[src/rtl/proc_pkg.sv]
// proc_pkg: shared register-file widths, the zero-register index and the write-back entry type
package proc_pkg;
   localparam int REG_AW = 5;
   localparam int REG_DW = 32;
   localparam int REG_ZERO = 0;
   typedef struct packed {
      logic [REG_AW-1:0] rd;
      logic [REG_DW-1:0] data;
   } wb_entry_t;
endpackage

[src/rtl/wb_fifo.sv]
// wb_fifo: synchronous count-based FIFO of (rd, data) writes exposing every slot and its valid bit
module wb_fifo import proc_pkg::*; #(
   parameter int DEPTH = 4,
   parameter int AW = REG_AW,
   parameter int DW = REG_DW,
   localparam int PW = $clog2(DEPTH)
) (
   input  logic          clk,
   input  logic          rst,
   input  logic          i_push,
   input  logic [AW-1:0] i_rd,
   input  logic [DW-1:0] i_data,
   input  logic          i_pop,
   output logic [PW:0]   o_cnt,
   output logic [PW-1:0] o_rptr,
   output logic [AW-1:0] o_head_rd,
   output logic [DW-1:0] o_head_data,
   output logic [AW-1:0] o_rd [DEPTH],
   output logic [DW-1:0] o_data [DEPTH],
   output logic          o_vld [DEPTH]
);
   logic [PW-1:0] r_wptr, r_rptr;
   logic [PW:0]   r_cnt;
   logic [AW-1:0] r_rd [DEPTH];
   logic [DW-1:0] r_data [DEPTH];
   // pointers wrap modulo DEPTH; the count resolves full versus empty
   always_ff @(posedge clk) begin
      if (!rst) begin
         r_wptr <= '0;
         r_rptr <= '0;
         r_cnt  <= '0;
      end else begin
         if (i_push) begin
            r_rd[r_wptr]   <= i_rd;
            r_data[r_wptr] <= i_data;
            r_wptr         <= r_wptr + 1'b1;
         end
         if (i_pop) r_rptr <= r_rptr + 1'b1;
         r_cnt <= r_cnt + (PW+1)'(i_push) - (PW+1)'(i_pop);
      end
   end
   // a slot is valid when its distance from the read pointer is below the count
   always_comb begin
      for (int i = 0; i < DEPTH; i++) o_vld[i] = {1'b0, PW'(i) - r_rptr} < r_cnt;
   end
   assign o_cnt       = r_cnt;
   assign o_rptr      = r_rptr;
   assign o_head_rd   = r_rd[r_rptr];
   assign o_head_data = r_data[r_rptr];
   assign o_rd        = r_rd;
   assign o_data      = r_data;
endmodule

[src/rtl/regfile_wb_port.sv]
// regfile_wb_port: buffers write-back results and drains one register-file write per cycle; REGFILE_WB_FWD_EN adds operand forwarding
module regfile_wb_port import proc_pkg::*; #(
   parameter int DEPTH = 4,
   parameter int AW = REG_AW,
   parameter int DW = REG_DW,
   localparam int PW = $clog2(DEPTH)
) (
   input  logic          clk,
   input  logic          rst,
   input  logic          wb_valid,
   input  logic [AW-1:0] wb_rd,
   input  logic [DW-1:0] wb_data,
   output logic          wb_ready,
   input  logic          drain_hold,
   output logic          rf_we,
   output logic [AW-1:0] rf_rd,
   output logic [DW-1:0] rf_data,
   input  logic [AW-1:0] rd_rs,
   input  logic [AW-1:0] rd_rt,
   output logic          hazard_rs,
   output logic          hazard_rt,
`ifdef REGFILE_WB_FWD_EN
   output logic          fwd_a_valid,
   output logic [DW-1:0] fwd_a_data,
   output logic          fwd_b_valid,
   output logic [DW-1:0] fwd_b_data,
`endif
   output logic [PW:0]   pend_cnt
);
   logic          w_push, w_pop, w_haz_rs, w_haz_rt;
   logic [PW-1:0] w_rptr;
   logic [AW-1:0] w_head_rd;
   logic [DW-1:0] w_head_data;
   logic [AW-1:0] w_rd [DEPTH];
   logic [DW-1:0] w_data [DEPTH];
   logic          w_vld [DEPTH];
   logic          r_we;
   logic [AW-1:0] r_rd;
   logic [DW-1:0] r_data;
   assign wb_ready = rst && (pend_cnt != (PW+1)'(DEPTH));
   assign w_push   = wb_valid && wb_ready && (wb_rd != AW'(REG_ZERO));
   assign w_pop    = (pend_cnt != '0) && !drain_hold;
   wb_fifo #(.DEPTH(DEPTH), .AW(AW), .DW(DW)) u_fifo (
      .clk(clk), .rst(rst), .i_push(w_push), .i_rd(wb_rd), .i_data(wb_data), .i_pop(w_pop),
      .o_cnt(pend_cnt), .o_rptr(w_rptr), .o_head_rd(w_head_rd), .o_head_data(w_head_data),
      .o_rd(w_rd), .o_data(w_data), .o_vld(w_vld)
   );
   // output stage: strobe one write per pop, hold index and data otherwise
   always_ff @(posedge clk) begin
      if (!rst) begin
         r_we   <= 1'b0;
         r_rd   <= '0;
         r_data <= '0;
      end else begin
         r_we <= w_pop;
         if (w_pop) begin
            r_rd   <= w_head_rd;
            r_data <= w_head_data;
         end
      end
   end
   assign rf_we   = r_we;
   assign rf_rd   = r_rd;
   assign rf_data = r_data;
   // scan output stage then FIFO oldest to youngest; later matches overwrite so the youngest value wins
   always_comb begin
      logic [PW-1:0] idx;
      w_haz_rs = r_we && (r_rd == rd_rs);
      w_haz_rt = r_we && (r_rd == rd_rt);
`ifdef REGFILE_WB_FWD_EN
      fwd_a_data = r_data;
      fwd_b_data = r_data;
`endif
      for (int k = 0; k < DEPTH; k++) begin
         idx = w_rptr + PW'(k);
         if (w_vld[idx] && (w_rd[idx] == rd_rs)) begin
            w_haz_rs = 1'b1;
`ifdef REGFILE_WB_FWD_EN
            fwd_a_data = w_data[idx];
`endif
         end
         if (w_vld[idx] && (w_rd[idx] == rd_rt)) begin
            w_haz_rt = 1'b1;
`ifdef REGFILE_WB_FWD_EN
            fwd_b_data = w_data[idx];
`endif
         end
      end
      hazard_rs = w_haz_rs && (rd_rs != AW'(REG_ZERO));
      hazard_rt = w_haz_rt && (rd_rt != AW'(REG_ZERO));
`ifdef REGFILE_WB_FWD_EN
      fwd_a_valid = hazard_rs;
      fwd_b_valid = hazard_rt;
`endif
   end
endmodule
[config.mk]
export PLATFORM = sky130hd
export DESIGN_NAME = regfile_wb_port
export DESIGN_NICKNAME = d
export VERILOG_FILES = /design/src/rtl/proc_pkg.sv /design/src/rtl/wb_fifo.sv /design/src/rtl/regfile_wb_port.sv
export SDC_FILE = /design/constraint.sdc
export NUM_CORES = 1
export LEC_CHECK = 0
export CAP_MARGIN = 20
export CELL_PAD_IN_SITES_DETAIL_PLACEMENT = 1
export CELL_PAD_IN_SITES_GLOBAL_PLACEMENT = 1
export CORE_MARGIN = 2
export CORE_UTILIZATION = 51
export CTS_BUF_LIST = sky130_fd_sc_hd__clkbuf_16
export DETAILED_ROUTE_END_ITERATION = 8
export PLACE_DENSITY_LB_ADDON = 0.1
export SETUP_SLACK_MARGIN = 0.4
export SLEW_MARGIN = 20
export SYNTH_ARGS = -nofsm -noshare
export SYNTH_HDL_FRONTEND = slang
export SYNTH_SLANG_ARGS = --single-unit
[constraint.sdc]
create_clock -name clk -period 6.1 [get_ports clk]
set_input_delay 1.22 -clock clk [delete_from_list [all_inputs] [get_ports clk]]
set_output_delay 1.22 -clock clk [all_outputs]
set_load 0.02 [all_outputs]
# Word level (Yosys, flattened, before mapping)
# Index checks and enable logic that the tools add are counted.
# word_totals
inputBits	51
out_inout_bits	44
reg_bits	193
word_cells	114
# classes
bitwise	5
order_cmp	10
reduce_logical	23
addsub	10
n_mux	41
eq_ne	11
# ops
op	n
$bwmux 128	1
$mux 32	3
$bmux 32 s2	1
$demux 32 s2	1
$eq 5x5->1	10
$mux 5	9
$bmux 5 s2	4
$bwmux 20	1
$logic_and 1x1->1	17
$mux 1	16
$ge 3x3->1 const B	5
$not 2->3	5
$reduce_bool 5->1	3
$lt 2x3->1	4
$demux 5 s2	1
$bmux 1 s2	4
$add 2x1->2 const B	2
$add 2x2->2 const B	2
$sub 1x2->2 const A	2
$sub 2x2->2 const A	2
$add 3x1->3	1
$lt 3x1->1 const B	1
$ne 3x3->1 const B	1
$reduce_bool 3->1	1
other kinds (3)	3

# Logic depth before layout (Yosys ltp)
# depth
ltp_word	11
depth_mapped	12
mapped_depth_nobuf	9

# Modules after synthesis
# From an unflattened synthesis, not the netlist that was laid out.
# hier_totals
cells_unflattened	542
hier_area_um2	8540.7
# modules_own_cells
module	cells_each	area_per_inst_um2	n_inst	seq_area_each_um2
wb_fifo	250	5898.2	1	4584.4
regfile_wb_port	292	2642.5	1	760.7

# Worst setup path before layout
# Ideal clock, no wire load.
# synth_path
path_kind	input to register
from	in rst
to	reg u_fifo.r_data (netlist bit u_fifo.o_data[0]) (enable)
arrival_time_ns	3.589
path_slack_ns	2.080
path_stages	4
setup_time_ns	0.431
required_ns	5.669
path_buffers	1
path_cell_list	clkbuf_1 o31a_1 o211ai_2 nor2_1
# synth_via
elab_chain_cells	4
# synth_rtl
item	line	source
start: declaration	regfile_wb_port.sv:9	input logic rst,
$logic_and 1x1->1	regfile_wb_port.sv:40	assign wb_ready = rst && (pend_cnt != (PW+1)'(DEPTH));
via wb_ready	regfile_wb_port.sv:13	output logic wb_ready,
$logic_and 1x1->1 (2 in a row)	regfile_wb_port.sv:41	assign w_push = wb_valid && wb_ready && (wb_rd != AW'(REG_ZERO));
$reduce_and 2->1 (no source line)	--	
end signal: indexed assignment	wb_fifo.sv:35	r_data[r_wptr] <= i_data;
end: declaration	wb_fifo.sv:25	logic [DW-1:0] r_data [DEPTH];
# The timed path passes the listed nets, and every way through them passes these cells.
# A chain may end at the register's enable or synchronous reset.

# Worst setup path after layout
# layout_path
from	reg u_fifo.r_rptr[0], in the netlist u_fifo.o_rptr[0]
to	out hazard_rt
# layout_via
elab_chain_cells	11
word_cells_on_any_way	52
classes_between	add/sub (7); order compare (4); eq/ne (4); mux (28); bitwise (4); reduce/logical (5)
# layout_rtl
item	line	source
start: declaration	wb_fifo.sv:22	logic [PW-1:0] r_wptr, r_rptr;
start signal: assignment	wb_fifo.sv:38	if (i_pop) r_rptr <= r_rptr + 1'b1;
$sub 2x2->2 (tied with other cells)	wb_fifo.sv:44	for (int i = 0; i < DEPTH; i++) o_vld[i] = {1'b0, PW'(i) - r_rptr} < r_cnt;
$lt 2x3->1 (tied with other cells)	wb_fifo.sv:44	
$bmux 1 s2 (tied with other cells)	regfile_wb_port.sv:82	if (w_vld[idx] && (w_rd[idx] == rd_rt)) begin
$mux 1 (implied by the code) / $mux 5 (equally long branches)	regfile_wb_port.sv:82	
$mux 1 (implied by the code) (tied with other cells)	regfile_wb_port.sv:82	
$logic_and 1x1->1 / $eq 5x5->1 (equally long branches)	regfile_wb_port.sv:82	
$mux 1 / $logic_and 1x1->1 (equally long branches)	regfile_wb_port.sv:82	
$mux 1 (2 in a row)	regfile_wb_port.sv:82	
$mux 1 *	regfile_wb_port.sv:82	
$logic_and 1x1->1 *	regfile_wb_port.sv:90	hazard_rt = w_haz_rt && (rd_rt != AW'(REG_ZERO));
end: declaration	regfile_wb_port.sv:21	output logic hazard_rt,
# Mark *: on every way between the ends. The rest lies on a longest branch, timed or not. The select of a mux whose other input is x is not followed.

==> results.sh <==
export IMPL_outcome="completed"
export IMPL_ys_warn_count=0
export IMPL_grt_overflow=0
export IMPL_ctsResizeCount=0
export IMPL_synth_mux_area_share_pct=14.8
export IMPL_die_h_um=132
export IMPL_fin_skew_ns=0.00955
export IMPL_grt_pass1_vias=5431
export IMPL_layout_drive_gt1_share_pct=15.1
export IMPL_synth_edf_count=148
export IMPL_vias_per_cell=5.72
export IMPL_yosys_area_share_simple_pct=6.44
export IMPL_synth_area_leader_cell="edfxtp_1"
export IMPL_synthCells=553
export IMPL_arrival_ns=3.87
export IMPL_total_power_uw=4040
export IMPL_fin_setup_tns_ns=0
export IMPL_io_buffers=94
export IMPL_gr_usage_all_layers_pct=23.5
export IMPL_synth_most_common_cell="edfxtp_1"
export IMPL_synth_seq_area_share_pct=63.5
export IMPL_fin_crit_ns=5.09
export IMPL_rsz0062_at_grt="false"
export IMPL_cts_tree="done"
export IMPL_antenna_left=0
export IMPL_worst_hold_slack_ns=0.465
export IMPL_synth_main_ff_cell="edfxtp_1"
export IMPL_critPathMaxFanout=43
export IMPL_worst_pin_slew_ns=0.947
export IMPL_finalCritPeriodShare_pct=83.5
export IMPL_detailedRoute_firstPassIterationCount=4
export IMPL_hold_viol_final=0
export IMPL_post_drt_wl_per_cell_um=22.9
export IMPL_postCtsHoldBufs=0
export IMPL_drv_cap=0
export IMPL_die_x_um=132
export IMPL_drt_iter0_markers=268
export IMPL_slew_headroom_pct=36.9
export IMPL_synth_ff_latch_count=193
export IMPL_diodes=0
export IMPL_grt_pass1_wl_mm=30.8
export IMPL_numCtsBuffers=17
export IMPL_min_delay_start="rf_data[9]$_SDFFE_PN0P_"
export IMPL_worstHoldEndpoint="rf_data[9]$_SDFFE_PN0P_"
export IMPL_peakVddDrop_mv=0.264
export IMPL_setup_violations=0
export IMPL_synth_area_mm2=0.00841
export IMPL_cp_slowest_cell="dfxtp_4"
export IMPL_finalNonFillerCells=865
export IMPL_maxSlewViolCount=0
export IMPL_nets=698
export IMPL_rrSetupSlack_ns=2.71
export IMPL_cts_setup_buffers=0
export IMPL_synth_compound_area_share_pct=4.94
export IMPL_top_level_ports=95
export IMPL_fmax_ghz=0.196
export IMPL_slowest_delay_ns=0.87
export IMPL_dp_cells=833
export IMPL_clockRootBuffer="clkbuf_16"
export IMPL_required_ns=4.88
export IMPL_insertion_delay_ns=0.43
export IMPL_stdcell_area_mm2=0.0102
export IMPL_gp_congestion=0.931
export IMPL_cts_max_level=4
export IMPL_worstRegToRegCells=10
export IMPL_core_area_mm2=0.0160
export IMPL_hp_class="flop to flop"
export IMPL_syn2layout_area_growth_pct=20.8
export IMPL_cellPowerDensity_mw_per_mm2=398
export IMPL_placementRows=46
export IMPL_crit_chain="buf_4 -> mux4_2 -> xnor2_1 -> nand3_1 -> nor3_2 -> a22oi_1 -> a21oi_1 -> clkdlybuf4s50_1"
export IMPL_die_area_mm2=0.0175
export IMPL_r2r_end="u_fifo.o_cnt[2]$_SDFF_PN0_"
export IMPL_cts_num_sinks=193
export IMPL_synthTopCellsByCount="edfxtp_1, nand2_1, mux4_2"
export IMPL_place_area_mm2=0.00953
export IMPL_wirelength_mm=19.8
export IMPL_synth_top_area_share_pct=52.8
export IMPL_async_flop_share_pct=0
export IMPL_hold_depth=2
export IMPL_synth_adder_area_share_pct=1.73
export IMPL_antenna_found_initial=0
export IMPL_reg2reg_from="u_fifo.o_cnt[2]$_SDFF_PN0_"
export IMPL_synth_fp_nets=615
export IMPL_cp_start_kind="flop"
export IMPL_cp_end_kind="primary output"
export IMPL_synthXorXnorAreaFrac_pct=5.83
export IMPL_syn_avg_cell_area_um2=15.2
export IMPL_path_class="flop to primary output"
export IMPL_initial_core_util_pct=52.6
export IMPL_hpwl_mm=12.5
export IMPL_drc=0
export IMPL_synth_top_family_by_area="multiplexers"
export IMPL_grt_max_degree=47
export IMPL_synthTopCellsByArea="edfxtp_1, mux4_2, dfxtp_1, nand2_1, a21boi_0"
export IMPL_yosys_cell_types_count=42
export IMPL_cts_clk_slew_worst_paths_ns=0.07
export IMPL_cts_max_path_buffers=2
export IMPL_vias=4944
export IMPL_p_leak_uw=0.00331
[layout make-up]
type / instances / area [um2]
Fill cell: 1495 / 5840
Clock inverter: 15 / 209
Multi-Input combinational cell: 308 / 2860
Timing Repair Buffer: 101 / 988
Inverter: 15 / 56.3
Tap cell: 216 / 270
Clock buffer: 17 / 425
Sequential cell: 193 / 5350
[worst max-delay path: cells and delay by family (launching register included)]
family	cells	cell delay (ns)
AO/OA/AOI/OAI	2	0.31
XOR/XNOR	1	0.20
buffers and inverters	2	1.13
flip-flops	1	0.87
multiplexers	1	0.60
AND/OR/NAND/NOR	2	0.31
[state kept, by name, indices dropped and copies added, names as in the netlist]
| register | flops |
|---|---|
| u_fifo.o_data | 128 |
| rf_data | 32 |
| u_fifo.o_rd | 20 |
| rf_rd | 5 |
| u_fifo.o_cnt | 3 |
| u_fifo.o_rptr | 2 |
| u_fifo.r_wptr | 2 |
| rf_we | 1 |
[placed cells by master (no fill, tap or decap), types with 4 or more instances in the layout]
cell / count
a21boi_0: 37
a22oi_1: 4
and2_1: 7
buf_4: 7
bufinv_16: 4
clkbuf_16: 17
clkdlybuf4s50_1: 93
dfxtp_1: 43
edfxtp_1: 148
ha_1: 10
inv_1: 15
mux2_2: 5
mux2i_1: 7
mux4_2: 46
nand2_1: 78
nand3_1: 6
nor2_1: 13
nor2_4: 4
nor3_1: 4
xnor2_1: 29
xor2_1: 27
[cells by family (layout without fill, tap and decap cells)]
| family | after synthesis | after routing |
|---|---|---|
| AO/OA/AOI/OAI | 55 | 55 |
| XOR/XNOR | 56 | 56 |
| multiplexers | 61 | 61 |
| adder cells (fa/ha/maj) | 11 | 11 |
| flip-flops | 193 | 193 |
| AND/OR/NAND/NOR | 125 | 125 |
| buffers and inverters | 52 | 148 |
[worst max path at each step]
stage,start,end,slack (ns),cells past startpoint
3_3_place_gp,u_fifo.o_rptr[0]$_SDFFE_PN0P_,hazard_rs,1.52,8
4_1_cts,u_fifo.o_rptr[0]$_SDFFE_PN0P_,hazard_rt,0.94,8
2_1_floorplan,rst,u_fifo.o_data[0]$_DFFE_PP_,2.08,4
3_5_place_dp,u_fifo.o_rptr[0]$_SDFFE_PN0P_,hazard_rt,1.42,8
5_1_grt,u_fifo.o_rptr[0]$_SDFFE_PN0P_,hazard_rt,0.69,8
6_report,u_fifo.o_rptr[0]$_SDFFE_PN0P_,hazard_rt,1.01,8
[metal layers]
layer	global-route usage [%]	part of all wire [%]	wire, um	vias to the layer above
met5	0	0	0	-
met2	42.5	54	10800	118
met3	5.71	3.6	722	22
met1	28.1	41	8070	2585
met4	6.69	1.2	242	0
li1	-	-	-	2219
[per-stage QoR]
step | worst slack (ns) | utilization (%)
3_5_place_dp | 1.42 | 59.6
6_report | 1.01 | 63.5
4_1_cts | 0.944 | 63.5
2_1_floorplan | 2.08 | -
5_1_grt | 0.695 | 63.5
3_3_place_gp | 1.52 | 59.6
[power by group]
group | switching [uW] | internal [uW]
sequential | 145 | 1530
clock | 498 | 692
combinational | 607 | 569
Note: power is estimated with default switching activity, not from simulation.
